<file path="src/rtl/laser_pkg.sv">
// rtl/laser_pkg.sv - shared widths, FSM encoding and circle selects for the laser scan sequencer
package laser_pkg;

    localparam int LASER_CW = 4;
    localparam int LASER_NW = 6;
    localparam int GRID_N   = 2 ** LASER_CW;

    localparam logic [1:0] ST_IDLE     = 2'd0;
    localparam logic [1:0] ST_SCAN     = 2'd1;
    localparam logic [1:0] ST_PASS_END = 2'd2;
    localparam logic [1:0] ST_FIN      = 2'd3;

    localparam logic SEL_C1 = 1'b0;
    localparam logic SEL_C2 = 1'b1;

endpackage

</file>
<file path="src/rtl/laser_best_tracker.sv">
// rtl/laser_best_tracker.sv - running maximum of evaluator counts; ties move to the later raster index
module laser_best_tracker
    import laser_pkg::*;
#(
    parameter int CW = LASER_CW,
    parameter int NW = LASER_NW
) (
    input  logic            clk,
    input  logic            rst,
    input  logic            clear,
    input  logic            rsp_valid,
    input  logic [NW-1:0]   rsp_cnt,
    input  logic [2*CW-1:0] rsp_idx,
    output logic [NW-1:0]   best_cnt,
    output logic [2*CW-1:0] best_idx
);

    logic [NW-1:0]   cnt_q, cnt_d;
    logic [2*CW-1:0] idx_q, idx_d;

    always_comb begin
        cnt_d = cnt_q;
        idx_d = idx_q;
        if (clear) begin
            cnt_d = '0;
            idx_d = '0;
        end else if (rsp_valid && (rsp_cnt >= cnt_q)) begin
            cnt_d = rsp_cnt;
            idx_d = rsp_idx;
        end
    end

    always_ff @(posedge clk or posedge rst) begin
        if (rst) begin
            cnt_q <= '0;
            idx_q <= '0;
        end else begin
            cnt_q <= cnt_d;
            idx_q <= idx_d;
        end
    end

    assign best_cnt = cnt_q;
    assign best_idx = idx_q;

endmodule

</file>
<file path="src/rtl/laser_scan_ctrl.sv">
// rtl/laser_scan_ctrl.sv - raster-scan pass sequencer alternating the moving circle until convergence
module laser_scan_ctrl
    import laser_pkg::*;
#(
    parameter int CW       = LASER_CW,
    parameter int NW       = LASER_NW,
    parameter int MAX_OUT  = 4,
    parameter int MAX_PASS = 8
) (
    input  logic          CLK,
    input  logic          RST,
    input  logic          START,
    output logic          REQ_VALID,
    input  logic          REQ_READY,
    output logic [CW-1:0] REQ_CX,
    output logic [CW-1:0] REQ_CY,
    output logic          REQ_FEN,
    output logic [CW-1:0] REQ_FX,
    output logic [CW-1:0] REQ_FY,
    input  logic          RSP_VALID,
    input  logic [NW-1:0] RSP_CNT,
    output logic [CW-1:0] C1X,
    output logic [CW-1:0] C1Y,
    output logic [CW-1:0] C2X,
    output logic [CW-1:0] C2Y,
    output logic [NW-1:0] TOTAL,
    output logic          BUSY,
    output logic          DONE,
    output logic          PROTO_ERR
);

    localparam int             IW        = 2 * CW + 1;
    localparam logic [IW-1:0]  IDX_END   = {1'b1, {(2 * CW){1'b0}}};
    localparam logic [IW-1:0]  IDX_LAST  = IDX_END - IW'(1);
    localparam logic [2:0]     OUT_LIM   = 3'(MAX_OUT);
    localparam logic [3:0]     LAST_PASS = 4'(MAX_PASS - 1);

    logic [1:0]      state_q, state_d;
    logic [IW-1:0]   issue_q, issue_d;
    logic [IW-1:0]   rspi_q, rspi_d;
    logic [2:0]      outst_q, outst_d;
    logic [3:0]      pass_q, pass_d;
    logic            sel_q, sel_d;
    logic [2*CW-1:0] c1_q, c1_d;
    logic [2*CW-1:0] c2_q, c2_d;
    logic [2*CW-1:0] fix_q, fix_d;
    logic            fen_q, fen_d;
    logic [NW-1:0]   total_q, total_d;
    logic            perr_q, perr_d;

    logic            rsp_ok;
    logic            stray;
    logic            req_valid;
    logic            fire;
    logic            clear_best;
    logic [NW-1:0]   best_cnt;
    logic [2*CW-1:0] best_idx;
    logic [2*CW-1:0] old_c;
    logic            converged;

    // Responses only count while scanning with something actually in flight.
    assign rsp_ok    = RSP_VALID && (state_q == ST_SCAN) && (outst_q != 3'd0);
    assign stray     = RSP_VALID && !rsp_ok;
    assign req_valid = (state_q == ST_SCAN) && (issue_q < IDX_END)
                       && ((outst_q < OUT_LIM) || rsp_ok);
    assign fire      = req_valid && REQ_READY;

    laser_best_tracker #(.CW(CW), .NW(NW)) u_best (
        .clk       (CLK),
        .rst       (RST),
        .clear     (clear_best),
        .rsp_valid (rsp_ok),
        .rsp_cnt   (RSP_CNT),
        .rsp_idx   (rspi_q[2*CW-1:0]),
        .best_cnt  (best_cnt),
        .best_idx  (best_idx)
    );

    always_comb begin
        outst_d = outst_q;
        if (fire && !rsp_ok) begin
            outst_d = outst_q + 3'd1;
        end else if (!fire && rsp_ok) begin
            outst_d = outst_q - 3'd1;
        end
    end

    always_comb begin
        state_d    = state_q;
        issue_d    = issue_q;
        rspi_d     = rspi_q;
        pass_d     = pass_q;
        sel_d      = sel_q;
        c1_d       = c1_q;
        c2_d       = c2_q;
        fix_d      = fix_q;
        fen_d      = fen_q;
        total_d    = total_q;
        perr_d     = perr_q;
        clear_best = 1'b0;
        old_c      = (sel_q == SEL_C1) ? c1_q : c2_q;
        converged  = (pass_q >= 4'd2) && (best_idx == old_c);

        case (state_q)
            ST_IDLE: begin
                if (START) begin
                    c1_d       = '0;
                    c2_d       = '0;
                    total_d    = '0;
                    perr_d     = 1'b0;
                    pass_d     = '0;
                    sel_d      = SEL_C1;
                    fix_d      = '0;
                    fen_d      = 1'b0;
                    issue_d    = '0;
                    rspi_d     = '0;
                    clear_best = 1'b1;
                    state_d    = ST_SCAN;
                end
            end
            ST_SCAN: begin
                if (fire) begin
                    issue_d = issue_q + IW'(1);
                end
                if (rsp_ok) begin
                    rspi_d = rspi_q + IW'(1);
                    if (rspi_q == IDX_LAST) begin
                        state_d = ST_PASS_END;
                    end
                end
            end
            ST_PASS_END: begin
                if (sel_q == SEL_C1) begin
                    c1_d = best_idx;
                end else begin
                    c2_d = best_idx;
                end
                total_d = best_cnt;
                if (converged || (pass_q == LAST_PASS)) begin
                    state_d = ST_FIN;
                end else begin
                    // The circle that just moved becomes the fixed one for the next sweep.
                    pass_d     = pass_q + 4'd1;
                    sel_d      = ~sel_q;
                    fix_d      = best_idx;
                    fen_d      = 1'b1;
                    issue_d    = '0;
                    rspi_d     = '0;
                    clear_best = 1'b1;
                    state_d    = ST_SCAN;
                end
            end
            ST_FIN: begin
                state_d = ST_IDLE;
            end
            default: begin
                state_d = ST_IDLE;
            end
        endcase

        if (stray) begin
            perr_d = 1'b1;
        end
    end

    always_ff @(posedge CLK or posedge RST) begin
        if (RST) begin
            state_q <= ST_IDLE;
            issue_q <= '0;
            rspi_q  <= '0;
            outst_q <= '0;
            pass_q  <= '0;
            sel_q   <= SEL_C1;
            c1_q    <= '0;
            c2_q    <= '0;
            fix_q   <= '0;
            fen_q   <= 1'b0;
            total_q <= '0;
            perr_q  <= 1'b0;
        end else begin
            state_q <= state_d;
            issue_q <= issue_d;
            rspi_q  <= rspi_d;
            outst_q <= outst_d;
            pass_q  <= pass_d;
            sel_q   <= sel_d;
            c1_q    <= c1_d;
            c2_q    <= c2_d;
            fix_q   <= fix_d;
            fen_q   <= fen_d;
            total_q <= total_d;
            perr_q  <= perr_d;
        end
    end

    assign REQ_VALID = req_valid;
    assign REQ_CX    = issue_q[CW-1:0];
    assign REQ_CY    = issue_q[2*CW-1:CW];
    assign REQ_FEN   = fen_q;
    assign REQ_FX    = fix_q[CW-1:0];
    assign REQ_FY    = fix_q[2*CW-1:CW];
    assign C1X       = c1_q[CW-1:0];
    assign C1Y       = c1_q[2*CW-1:CW];
    assign C2X       = c2_q[CW-1:0];
    assign C2Y       = c2_q[2*CW-1:CW];
    assign TOTAL     = total_q;
    assign BUSY      = (state_q != ST_IDLE);
    assign DONE      = (state_q == ST_FIN);
    assign PROTO_ERR = perr_q;

endmodule

</file>
<file path="config.mk">
export PLATFORM = sky130hd
export DESIGN_NAME = laser_scan_ctrl
export DESIGN_NICKNAME = d
export VERILOG_FILES = /design/src/rtl/laser_pkg.sv /design/src/rtl/laser_best_tracker.sv /design/src/rtl/laser_scan_ctrl.sv
export SDC_FILE = /design/constraint.sdc
export NUM_CORES = 1
export LEC_CHECK = 0
export CORE_MARGIN = 2
export CORE_UTILIZATION = 55
export CTS_BUF_LIST = sky130_fd_sc_hd__clkbuf_16
export CTS_CLUSTER_DIAMETER = 60
export DETAILED_ROUTE_END_ITERATION = 16
export DONT_BUFFER_PORTS = 1
export PLACE_DENSITY = 0.7
export SYNTH_ARGS = -nofsm -noshare
export SYNTH_HDL_FRONTEND = slang
export SYNTH_SLANG_ARGS = --single-unit
export TNS_END_PERCENT = 20
</file>
<file path="constraint.sdc">
create_clock -name CLK -period 5.35 [get_ports CLK]
set_input_delay 1.07 -clock CLK [delete_from_list [all_inputs] [get_ports CLK]]
set_output_delay 1.07 -clock CLK [all_outputs]
set_load 0.02 [all_outputs]
</file>
==> results of run 1 <==
==> where the power goes <==
| group | switching (uW) | leakage, uW | internal [uW] |
|---|---|---|---|
| Clock | 217 | 0.000148 | 352 |
| Combinational | 258 | 0.000783 | 174 |
| Sequential | 150 | 0.000965 | 666 |
==> final cells by class <==
type | count | area share [%]
Sequential cell | 74 | 46.45
Tap cell | 80 | 2.511
Multi-Input combinational cell | 237 | 40.93
Timing Repair Buffer | 1 | 0.1883
Inverter | 31 | 2.919
Clock buffer | 9 | 5.650
Clock inverter | 7 | 1.350
==> worst max-delay path: stages <==
cell and delay, ns:
sky130_fd_sc_hd__inv_1 0.03, sky130_fd_sc_hd__ha_1 0.28, sky130_fd_sc_hd__nand2b_1 0.14, sky130_fd_sc_hd__a21o_1 0.17
sky130_fd_sc_hd__a21o_1 0.17, sky130_fd_sc_hd__a21oi_1 0.73, sky130_fd_sc_hd__nor2_1 0.47, sky130_fd_sc_hd__o2bb2ai_1 0.24
==> cells by family (layout without fill, tap and decap cells) <==
logic type | count (synthesis) | count (layout) | share of synthesized area, %
AND/OR/NAND/NOR | 94 | 94 | 12.15
multiplexers | 25 | 25 | 6.760
buffers and inverters | 53 | 48 | 6.827
XOR/XNOR | 11 | 11 | 2.577
adder cells (fa/ha/maj) | 13 | 13 | 4.551
AO/OA/AOI/OAI | 94 | 94 | 17.60
flip-flops | 74 | 74 | 49.53
==> routing by layer <==
metal,share of wire [%],vias to the layer above
met1,48,1325
met3,4.0,15
met2,46,68
met4,2.2,0
met5,0,-
li1,-,1272
==> worst paths after layout <==
check | from | end | slack [ns] | cells past startpoint
setup reg to reg | u_best.best_cnt[0]$_DFFE_PP0P_ | u_best.best_cnt[1]$_DFFE_PP0P_ | 2.58 | 7
setup / recovery | RSP_CNT[0] | u_best.best_cnt[1]$_DFFE_PP0P_ | 2.21 | 8
min in group asynchronous | RST | issue_q[1]$_DFFE_PP0P_ | 0.72 | 1
hold reg to reg | rspi_q[8]$_DFFE_PP0P_ | rspi_q[8]$_DFFE_PP0P_ | 0.51 | 1
max in group asynchronous | RST | pass_q[2]$_DFFE_PP0P_ | 3.61 | 2
hold / removal | rspi_q[8]$_DFFE_PP0P_ | rspi_q[8]$_DFFE_PP0P_ | 0.51 | 1
==> cell usage in the layout, fill, tap and decap left out, types with 10 or more instances in the layout <==
master,instances
sky130_fd_sc_hd__o21ai_0,26
sky130_fd_sc_hd__mux2i_1,23
sky130_fd_sc_hd__nand3_1,15
sky130_fd_sc_hd__nor2_1,12
sky130_fd_sc_hd__a22o_1,10
sky130_fd_sc_hd__ha_1,12
sky130_fd_sc_hd__nand2_1,36
sky130_fd_sc_hd__dfrtp_1,74
sky130_fd_sc_hd__inv_1,33
sky130_fd_sc_hd__o2bb2ai_1,14
==> Yosys cell counts (2+ instances only) <==
master	number	share of area (%)
sky130_fd_sc_hd__o21ai_1	2	0.27
sky130_fd_sc_hd__buf_6	3	0.90
sky130_fd_sc_hd__o31ai_1	9	1.8
sky130_fd_sc_hd__o21a_1	4	0.80
sky130_fd_sc_hd__ha_1	12	4.0
sky130_fd_sc_hd__a31oi_1	7	1.2
sky130_fd_sc_hd__o2bb2ai_1	14	3.3
sky130_fd_sc_hd__clkbuf_1	7	0.70
sky130_fd_sc_hd__nand4_1	2	0.33
sky130_fd_sc_hd__mux2_2	2	0.60
sky130_fd_sc_hd__a22o_1	10	2.3
sky130_fd_sc_hd__nor2b_1	3	0.50
sky130_fd_sc_hd__and2_1	3	0.50
sky130_fd_sc_hd__a21o_1	4	0.80
sky130_fd_sc_hd__nand2_1	36	3.6
sky130_fd_sc_hd__mux2i_1	23	6.2
sky130_fd_sc_hd__buf_4	8	1.6
sky130_fd_sc_hd__nor3_1	8	1.1
sky130_fd_sc_hd__buf_2	3	0.40
sky130_fd_sc_hd__nand3_1	15	2.0
sky130_fd_sc_hd__dfrtp_1	74	50
sky130_fd_sc_hd__inv_1	31	3.1
sky130_fd_sc_hd__nor2_1	12	1.2
sky130_fd_sc_hd__xnor2_1	9	2.1
sky130_fd_sc_hd__a21oi_1	9	1.2
sky130_fd_sc_hd__and3_1	3	0.50
sky130_fd_sc_hd__xor2_1	2	0.47
sky130_fd_sc_hd__or3_1	2	0.33
sky130_fd_sc_hd__o21ai_0	26	3.5
sky130_fd_sc_hd__nand2b_1	2	0.33
sky130_fd_sc_hd__or3b_2	2	0.47
==> flip-flops by register name, summed over array words and instances (netlist names), 2 cells and up <==
signal	cells
TOTAL	6
c1_q	8
c2_q	8
fix_q	8
issue_q	9
outst_q	3
pass_q	4
rspi_q	9
state_q	2
u_best.best_cnt	6
u_best.best_idx	8
==> stage by stage <==
step / hold slack [ns] / std cells
3_3_place_gp: 0.4904 / 423
6_report: 0.5063 / 439
4_1_cts: 0.5074 / 439
2_1_floorplan: 0.4561 / 364
5_1_grt: 0.5367 / 439
3_5_place_dp: 0.4982 / 423
==> metrics list, run 1 <==
* Placement Cell Area: 3707 um2
- Across the whole layout, storage elements account for 1852 um2.
- Subtracting the final worst setup slack from the clock period gives 3.136 ns.
- TritonCTS built the clock tree.
- Final number of max-transition violations: 0
- The path class of the tightest hold or removal check is flop to flop.
- Syn Area/Cell: 10.27 um2
- Synth Register Bits: 74
* Critical Path Source Type: input pin
- For this run, global-route usage on met3 was measured as 4.476%.
* Area added between synthesis and finish: 6.626%
- Clock-pin slew was measured on the worst setup and hold paths at 0.06 ns.
* Layout Utilization: 59.66%
- Max IR drop VDD: 0.2432 mV
- In this run, distinct cell masters in the synthesized netlist total 48.
- Across every metal layer, demand over resource in global routing totals 22.33%.
- With fillers left out, the area of the finished cells amounts to 3986 um2.
* Via-to-Cell Ratio: 6.105
* Initial cell density of the core: 55.96%
- The run finished with clean final reports.
- GRT met1 Usage: 31.81%
- Routed Antenna Nets: 0
- Crit. End Element: flop
- Highest Clock Rate: 318.9 MHz
* Worst setup path class: input pin to flop
- At the worst endpoint, the arrival time is 3.30 ns.
- Net count of the mapped netlist: 388
* HPWL after detailed placement: 5437 um
- Once the clock tree was built, the setup fixing pass inserted 0 buffers.
- The global routing stage identified its most utilized layer as met2.
- The clock net in this run drives a total of 74 sinks.
* Worst-case clock skew: 0.007836 ns
* Max-Cap Viols: 0
- Insertion delay of the later-clocked pin in the worst-skew pair: 0.33 ns
- H-tree lvl count: 3
* Count of synthesis-stage warnings from yosys: 0
- In this run the standard cell core region covers 6681 um2.
- Standard-cell rows: 30
- For this run, asynchronously set or reset flops after synthesis account for 100.0%.
* Least-Margin Pin Slew: 1.152 ns
- Across all setup checks in the final design, the least slack found is 2.214 ns.
- Total Neg Setup Slack: 0 ns
- Summing all multi-input logic gate instances after layout gives 1632 um2.
* Global route overflow: 0
- Measured against its own limit, the worst slew margin works out to 22.66%.
- The die covers 7473 um2.
- Number of filler instances in the final layout: 581
- The most used flip-flop cell after synthesis is sky130_fd_sc_hd__dfrtp_1.
* First-pass GRT wire length: 12840 um
* Cell area after technology mapping: 3739 um2
- Antenna violations before repair: 0
- Setup slack at placement: 1.895 ns
- Total Power Consumption: 1818 uW
- Number of hold violations in the final report: 0
* First drt pass iteration count: 4
- During placement, the flow inserted port buffers numbering 0.
* Die extent in x: 86.45 um
- In this run, post-CTS hold repair placed 0 buffers.
- Met2 track utilization from global routing: 33.43%
- In this run the worst path has a maximum fanout of 15.
- The worst path uses 58.62% of the clock period.
- Static leakage: 0.001897 uW
- Number of gates resized after cts: 0
- Pwr/cell area: 456.0 nW/um2
* Number of enable-type register cells in the synthesized netlist: 0
- Cell at the root of the clock tree: sky130_fd_sc_hd__clkbuf_16
- At the end of routability-driven placement, the weighted congestion stood at 0.8497.
* Sequential element share of the synthesized area: 49.53%
* Routed WL per cell: 17.87 um
* Number of design rule violations left after detail routing: 0
- Number of global-route vias before repair: 2543
- Aggregate routed wire length: 7845 um
- The repair_antennas step left the layout with diodes totalling 0.
* IO Pins: 54
- Chip Height: 86.45 um
- At the worst endpoint, the required time is 5.51 ns.
- The number of clock buffers added by TritonCTS is 9.
- After the last flow step, the layout net total stands at 378.
- Share of post-route cells with drive strength above 1: 6.128%
* RSZ-0062 raised after global routing: false
* Post-Syn Instances: 364
- Setup violations remaining at the end of the flow were counted as 0.
- Max clock buf depth: 2
* Initial DRC Count: 128
- Maximum number of pins on one net before global-route repair: 44
* Via Count: 2680
No activity file was read; power rests on OpenSTA's default activity.
==> run 2, diff against run 1 <==
==> constraint.sdc (replaced) <==
create_clock -name CLK -period 3.2 [get_ports CLK]
set_input_delay 0.64 -clock CLK [delete_from_list [all_inputs] [get_ports CLK]]
set_output_delay 0.64 -clock CLK [all_outputs]
set_load 0.02 [all_outputs]
==> run 2 against run 1 <==
  * Utilization rose by 1.0 points
  * Clock skew down 0.0027 ns
  * Largest cell class unchanged
  * Register-to-register slack got worse by 2.0 ns
  * Critical path depth fell by 2
  * Flip-flop and latch count stayed put
  * Cell area increased by 1.7%
  * Routed wire length up 4.0%
  * Non-clock buffer count is 5 higher
  * Setup slack got worse by 1.6 ns
  * Count of clock-buffer cells in the layout stayed put
  * Final cell count increased by 1.1%
  * Clock power rose by 85%
==> metrics list, run 2 (synthesized netlist as in run 1, its figures left out) <==
- The wire length on met3 came to 384 um (was 312 um).
* Chip Height: 86.45 um (unchanged)
- The max-cap violation count is 0 (unchanged).
- The most frequent standard cell in the layout excluding fill and tap cells is sky130_fd_sc_hd__dfrtp_1 (unchanged).
* Library cell appearing most often on the critical path: sky130_fd_sc_hd__mux2i_1 (was sky130_fd_sc_hd__a21o_1)
- The number of cells upsized or downsized after cts was 0 (unchanged).
* Initial DRC Count: 135 (was 128)
* Leading registers by flop count: issue_q: 9 flops, rspi_q: 9 flops (unchanged)
- Total Neg Setup Slack: 0 ns (unchanged)
- Total Power Consumption: 3156 uW (was 1818 uW)
- HPWL after detailed placement: 5765 um (was 5437 um)
* Number of endpoints failing setup at the final stage: 0 (unchanged)
- The final net count came to 383 (was 378).
* Die extent in x: 86.45 um (unchanged)
* Period utilization: 81.74%
* Total Die Area: 7473 um2 (unchanged)
- Most frequent cells in the layout: sky130_fd_sc_hd__dfrtp_1 (74), sky130_fd_sc_hd__nand2_1 (36), sky130_fd_sc_hd__inv_1 (30) (was sky130_fd_sc_hd__dfrtp_1 (74), sky130_fd_sc_hd__nand2_1 (36), sky130_fd_sc_hd__inv_1 (33)).
- Number of global-route vias before repair: 2587 (was 2543)
- The remaining global-route overflow was 0 (unchanged).
* First drt pass iteration count: 4 (unchanged)
* Diodes inserted: 0 (unchanged)
- Crit. End Element: flop (unchanged)
- Critical Path Source Type: flop (was input pin)
- Number of post-CTS setup repair buffers: 0 (unchanged)
* Post-route cell area: 4054 um2 (was 3986 um2)
- The number of nets with antenna violations after routing came to 0 (unchanged).
- Worst slew margin relative to its limit: 32.52% (was 22.66%)
* Maximum number of pins on one net before global-route repair: 39 (was 44)
- The clock transition at the register clock pins on the worst setup and hold paths after CTS is 0.06 ns (about the same).
- Share of post-route cells with drive strength above 1: 7.967% (was 6.128%)
* Slowest stage delay, CP: 0.65 ns (was 0.73 ns)
* Setup slack at placement: 0.5476 ns (was 1.895 ns)
- The uppermost metal layer occupied by signal nets is met4 (unchanged).
- Via-to-Cell Ratio: 5.991 (was 6.105)
* Core area: 6681 um2 (unchanged)
- The post-route worst setup slack came to 0.5843 ns (was 2.214 ns).
- The weighted congestion at the end of routability-driven global placement was 0.8409 (was 0.8497).
- The area added between synthesis and finish came to 8.434% (was 6.626%).
- The count of hold buffers inserted by post-cts repair is 0 (unchanged).
- Initial cell density of the core: 55.96% (unchanged)
- Insertion delay of the later-clocked pin in the worst-skew pair: 0.33 ns (about the same)
- The transition time of the tightest slew-check pin was 1.008 ns (was 1.152 ns).
- The all-layer global routing usage is 23.11% (was 22.33%).
- RSZ-0062 raised after global routing: false (unchanged).
* Number of filler instances in the final layout: 560 (was 581)
- Standard-cell rows: 30 (unchanged)
* Slowest cell on crit path: sky130_fd_sc_hd__dfrtp_1 (was sky130_fd_sc_hd__a21oi_1)
* Worst setup path class: flop to flop (was input pin to flop)
* Terminus of the critical flop-to-flop path: fix_q[6]$_DFFE_PP0P_ (was u_best.best_cnt[1]$_DFFE_PP0P_)
- TritonCTS clock tree: done (unchanged)
- Via Count: 2660 (was 2680)
- Number of hold violations in the final report: 0 (unchanged)
- CP Cell Sequence: mux2i_1, xnor2_1, nand4_1, o31ai_4, or2_1, mux2i_1 (was inv_1, ha_1, nand2b_1, a21o_1, a21o_1, a21oi_1, nor2_1, o2bb2ai_1)
- Result of the run: completed (unchanged).
* Aggregate routed wire length: 8161 um (was 7845 um)
* Critical path's top delay family: simple AND/OR/NAND/NOR gates (was compound AO/OA/AOI/OAI gates)
- The count of H-tree levels built during CTS came to 3 (unchanged).
- The total length of routed met2 wires is 3895 um (was 3625 um).
* Worst hold path class: input pin to async pin (was flop to flop)
* Arrival @ worst endpoint: 2.86 ns (was 3.30 ns)
- Slack of the worst reg-to-reg path: 0.58 ns (was 2.58 ns)
- Placement Cell Area: 3745 um2 (was 3707 um2)
- Total routed wire length on the met1 layer: 3753 um (was 3735 um)
* Pwr/cell area: 778.4 nW/um2 (was 456.0 nW/um2)
- Startpoint of the worst-slack reg-to-reg timing path: sel_q$_DFFE_PP0P_ (was u_best.best_cnt[0]$_DFFE_PP0P_)
- The TritonCTS buffer count is 9 (unchanged).
- The top fanout value on the critical path came to 13 (was 15).
- Max IR drop VDD: 0.3680 mV (was 0.2432 mV)
- Routed WL per cell: 18.38 um (was 17.87 um)
* Final worst path period need: 2.616 ns
- The number of buffers on the longest clock path came to 2 (unchanged).
* Worst-case clock skew: 0.005180 ns (was 0.007836 ns)
* Port bufs: 0 (unchanged)
- Static leakage: 0.001921 uW (was 0.001897 uW)
* First-pass GRT wire length: 13270 um (was 12840 um)
- The DRC violations left was 0 (unchanged).
- Highest Clock Rate: 382.3 MHz
- Cell at the root of the clock tree: sky130_fd_sc_hd__clkbuf_16 (unchanged)
* Antenna violations before repair: 0 (unchanged)
- Req. time, crit path: 3.45 ns (was 5.51 ns)
- Cell depth of the worst flop-to-flop path: 6 (was 7)
- Final number of max-transition violations: 0 (unchanged)
* Sinks on Clock Net: 74 (unchanged)
* IO Pins: 54 (unchanged)
- The count of buffer and inverter cells on the critical path is 0 (was 1).
[run 2: cell count changes in the layout (fill, tap and decap cells not counted), sizes merged]
cell,change
inv,-3
clkinvlp,+1
buf,+5
bufinv,+1
clkinv,+1
[run 2: area by class of cell]
| class | count | area, um2 | share of cell area, % |
|---|---|---|---|
| Sequential cell | 74 | 1852 | 45.68 |
| Multi-Input combinational cell | 237 | 1632 | 40.25 |
| Clock buffer | 9 | 225.2 | 5.556 |
| Inverter | 31 | 116.4 | 2.870 |
| Tap cell | 80 | 100.1 | 2.469 |
| Clock inverter | 7 | 83.83 | 2.068 |
| Timing Repair Buffer | 6 | 45.04 | 1.111 |
[run 2: routing by layer]
| metal | global-route usage, % | up-vias |
|---|---|---|
| li1 | - | 1277 |
| met1 | 31.79 | 1306 |
| met4 | 8.949 | 0 |
| met2 | 36.01 | 65 |
| met3 | 4.952 | 12 |
| met5 | 0 | - |
[run 2: worst max-delay path by stage]
stage                 startpoint               endpoint  slack [ns]  depth (start not counted)
2_1_floorplan                RST  PROTO_ERR$_DFFE_PP0P_        0.68                          1
3_3_place_gp   sel_q$_DFFE_PP0P_   fix_q[7]$_DFFE_PP0P_        0.69                          6
3_5_place_dp   sel_q$_DFFE_PP0P_   fix_q[3]$_DFFE_PP0P_        0.55                          6
4_1_cts        sel_q$_DFFE_PP0P_   fix_q[3]$_DFFE_PP0P_        0.54                          6
5_1_grt        sel_q$_DFFE_PP0P_   fix_q[2]$_DFFE_PP0P_        0.35                          6
6_report       sel_q$_DFFE_PP0P_   fix_q[6]$_DFFE_PP0P_        0.58                          6
[run 2: worst register-to-register path, stage by stage, from the launching register on]
cell and delay [ns]:
sky130_fd_sc_hd__dfrtp_1 0.65, sky130_fd_sc_hd__mux2i_1 0.30, sky130_fd_sc_hd__xnor2_1 0.15, sky130_fd_sc_hd__nand4_1 0.19, sky130_fd_sc_hd__o31ai_4 0.40, sky130_fd_sc_hd__or2_1 0.59, sky130_fd_sc_hd__mux2i_1 0.26
[run 2: report_power, final]
group          internal [uW]  leakage (uW)  switching, uW
Combinational            303      0.000808            438
Sequential              1110      0.000965            250
Clock                    673      0.000148            378
Total                   2090       0.00192           1070
[run 2: stage by stage]
stage,hold slack [ns],utilization (%),cells
3_3_place_gp,0.4710,56.05,428
5_1_grt,0.4097,60.67,444
6_report,0.3440,60.67,444
3_5_place_dp,0.4716,56.05,428
2_1_floorplan,0.4561,-,364
4_1_cts,0.3819,60.67,444
==> run 3, diff against run 2 <==
--- a/config.mk
+++ b/config.mk
@@ -11,7 +11,7 @@
 export CTS_CLUSTER_DIAMETER = 60
 export DETAILED_ROUTE_END_ITERATION = 16
 export DONT_BUFFER_PORTS = 1
-export PLACE_DENSITY = 0.7
+export PLACE_DENSITY = 0.73
 export SYNTH_ARGS = -nofsm -noshare
 export SYNTH_HDL_FRONTEND = slang
 export SYNTH_SLANG_ARGS = --single-unit
==> constraint.sdc (replaced) <==
create_clock -name CLK -period 2.11 [get_ports CLK]
set_input_delay 0.422 -clock CLK [delete_from_list [all_inputs] [get_ports CLK]]
set_output_delay 0.422 -clock CLK [all_outputs]
set_load 0.02 [all_outputs]
==> run 3 against run 2 <==
  * Sequential power increased by 50%
  * Non-clock buffer count increased by 36
  * Flip-flop and latch count unchanged
  * Register-to-register slack got worse by 0.56 ns
  * Critical path type unchanged
  * Critical endpoint is now pass_q[2]$_DFFE_PP0P_
  * Highest routed layer unchanged
==> metrics list, run 3 (synthesized netlist as in run 1, its figures left out) <==
- Via-to-Cell Ratio: 5.846 (was 5.991)
- The busiest layer in global routing is met2 (unchanged).
- H-tree lvl count: 3 (unchanged)
- Diodes inserted: 0 (unchanged)
- The final clock period utilization by the worst path is 98.96% (was 81.74%).
- Leading registers by flop count: issue_q: 9 flops, rspi_q: 9 flops (unchanged)
* Critical path's top delay family: simple AND/OR/NAND/NOR gates (unchanged)
* Pwr/cell area: 1173 nW/um2 (was 778.4 nW/um2)
- Worst slew margin relative to its limit: 59.20% (was 32.52%)
- Proportion of power drawn by the clock network: 35.3% (was 33.3%)
- Total Die Area: 7473 um2 (unchanged)
* Met2 track utilization from global routing: 36.22% (was 36.01%)
* Placement Cell Area: 4021 um2 (was 3745 um2)
- Initial cell density of the core: 55.96% (unchanged)
* Final number of max-transition violations: 0 (unchanged)
* Worst-case clock skew: 0.007178 ns (was 0.005180 ns)
- Met3 Use GR: 5.524% (was 4.952%)
- The final-layout setup total negative slack was 0 ns (unchanged).
* Maximum fanout along the worst path: 5 (was 13)
- Internal power: 3584 uW (was 2089 uW)
* First-pass GRT wire length: 13520 um (was 13270 um)
- The number of buffers on the longest clock path was 2 (unchanged).
* Setup slack at placement: -0.1400 ns (was 0.5476 ns)
- GRT met1 Usage: 31.90% (was 31.79%)
- Critical Path Source Type: flop (unchanged)
- Chip Height: 86.45 um (unchanged)
* Routed WL per cell: 17.19 um (was 18.38 um)
- Cell at the root of the clock tree: sky130_fd_sc_hd__clkbuf_16 (unchanged)
- The kind of end point of the critical path is a flop (unchanged).
* Arrival @ worst endpoint: 2.36 ns (was 2.86 ns)
- Final worst path period need: 2.088 ns (was 2.616 ns)
- CTS buffer count: 9 (unchanged)
- Result of the run: completed (unchanged).
- The remaining global-route overflow is 0 (unchanged).
* Standard-cell rows: 30 (unchanged)
* Maximum number of pins on one net before global-route repair: 75 (was 39)
- Req. time, crit path: 2.38 ns (was 3.45 ns)
* Initial DRC Count: 171 (was 135)
- Insertion delay of the later-clocked pin in the worst-skew pair: 0.34 ns (was 0.33 ns)
- Slowest stage delay, CP: 0.44 ns (was 0.65 ns)
- TritonCTS clock tree: done (unchanged)
- Total global routing track utilization: 23.25% (was 23.11%)
- The class of the worst hold path was input pin to async pin (unchanged).
* RSZ-0062 raised after global routing: true (was false)
* Final nets: 419 (was 383)
- Sequential share of power: 38.6% (was 43.2%)
- Most frequent cells in the layout: sky130_fd_sc_hd__dfrtp_1 (74), sky130_fd_sc_hd__buf_4 (37), sky130_fd_sc_hd__nand2_1 (36) (was sky130_fd_sc_hd__dfrtp_1 (74), sky130_fd_sc_hd__nand2_1 (36), sky130_fd_sc_hd__inv_1 (30)).
- GPL Wtd Cong: 0.8471 (was 0.8409)
- IO Pins: 54 (unchanged)
- Number of hold violations in the final report: 0 (unchanged)
- Aggregate routed wire length: 8252 um (was 8161 um)
- Static leakage: 0.002149 uW (was 0.001921 uW)
- Number of endpoints failing setup at the final stage: 0 (unchanged)
- The total iterations of the first detailed-routing run is 4 (unchanged).
- Least-Margin Pin Slew: 0.6113 ns (was 1.008 ns)
- Most common library cell in the layout ignoring fill and taps: sky130_fd_sc_hd__dfrtp_1 (unchanged)
- The area added between synthesis and finish was 20.82% (was 8.434%).
- CP Cell Sequence: ha_1, or4_1, nand4_1, o31ai_1, buf_4, or3b_2, nand3_1 (was mux2i_1, xnor2_1, nand4_1, o31ai_4, or2_1, mux2i_1).
- Combinational fraction of design power: 26.1% (was 23.5%)
- The number of nets with antenna violations after routing was 0 (unchanged).
- The HPWL reported at the end of detailed placement came to 5756 um (was 5765 um).
- The count of buffer and inverter cells on the critical path was 1 (was 0).
- Net switching power: 1713 uW (was 1066 uW)
* Share of post-route cells with drive strength above 1: 20.50% (was 7.967%)
- The clock transition at the register clock pins on the worst setup and hold paths after CTS was 0.06 ns (about the same).
* Slowest cell on crit path: sky130_fd_sc_hd__or3b_2 (was sky130_fd_sc_hd__dfrtp_1)
- Total Power Consumption: 5297 uW (was 3156 uW)
- Via Count: 2806 (was 2660)
- The die outline width came to 86.45 um (unchanged).
* WHS: 0.05698 ns (was 0.3440 ns)
- Number of global-route vias before repair: 2768 (was 2587)
- The number of antenna violations at the first check in global routing is 0 (unchanged).
- The area of the core is 6681 um2 (unchanged).
* Post-route cell area: 4517 um2 (was 4054 um2)
- Max IR drop VDD: 0.5700 mV (was 0.3680 mV)
* Max-Cap Viols: 0 (unchanged)
- Worst setup path class: flop to flop (unchanged)
* Number of design rule violations left after detail routing: 0 (unchanged)
- The number of buffer cells added on primary ports was 0 (unchanged).
- The number of sinks on the clock net is 74 (unchanged).
- Worst-case setup margin in the final layout: 0.02194 ns (was 0.5843 ns)
* Sw Ratio: 32.35% (was 33.79%)
- The highest achievable clock rate came to 478.9 MHz (was 382.3 MHz).
[run 3: cell count changes in the layout (fill, tap and decap cells not counted), sizes merged]
cell / before / now
clkinv: 4 / 2
buf: 6 / 42
bufinv: 2 / 4
clkinvlp: 1 / 2
inv: 31 / 30
[run 3: layout make-up]
type | instances | area, um2
inverters | 31 | 122.6
well taps | 80 | 100.1
multi-input cells | 237 | 1724
clock buffers | 9 | 225.2
flip-flops and latches | 74 | 1852
clock inverters | 7 | 141.4
repair buffers | 42 | 351.6
fillers | 498 | 2165
[run 3: metrics by stage]
stage | instances | util (%)
2_1_floorplan | 364 | -
3_3_place_gp | 461 | 60.19
3_5_place_dp | 461 | 60.19
4_1_cts | 477 | 65.84
5_1_grt | 480 | 67.60
6_report | 480 | 67.60
[run 3: power by group through the flow]
stage	logic [uW]	clock network (uW)	registers (uW)
5_1_grt	1540	1960	2080
6_report	1380	1870	2040
3_5_place_dp	1240	0	2060
2_1_floorplan	1050	0	1920
4_1_cts	1260	1890	2030
3_3_place_gp	1210	0	2050
[run 3: worst paths after layout]
path	from	depth (start not counted)	slack, ns	end
max reg2reg	pass_q[1]$_DFFE_PP0P_	7	0.02	pass_q[2]$_DFFE_PP0P_
min in group CLK	RSP_CNT[1]	1	0.21	u_best.best_cnt[1]$_DFFE_PP0P_
max in group asynchronous	RST	2	1.74	c1_q[4]$_DFFE_PP0P_
min	RST	2	0.06	u_best.best_cnt[5]$_DFFE_PP0P_
max	pass_q[1]$_DFFE_PP0P_	7	0.02	pass_q[2]$_DFFE_PP0P_
min reg2reg	rspi_q[8]$_DFFE_PP0P_	1	0.51	rspi_q[8]$_DFFE_PP0P_
[run 3: repair_timing]
item	in CTS	in global routing
endpoints found under the setup margin	21	53
pin swaps	3	7
buffers inserted	0	3
resized for setup	2	24
hold buffers	0	0
[run 3: worst reg2reg max path: cells and delay by family, from the launching register on]
family          cells  cell delay [ns]
flops               1             0.41
fa+ha+maj           1             0.20
buf+inv             1             0.16
compound gates      1             0.10
simple gates        4             1.16
[run 3: per-layer routing]
metal / up-vias / routed length, um
li1: 1347 / -
met1: 1382 / 3727
met2: 65 / 3962
met3: 12 / 418
met4: 0 / 142
met5: - / 0
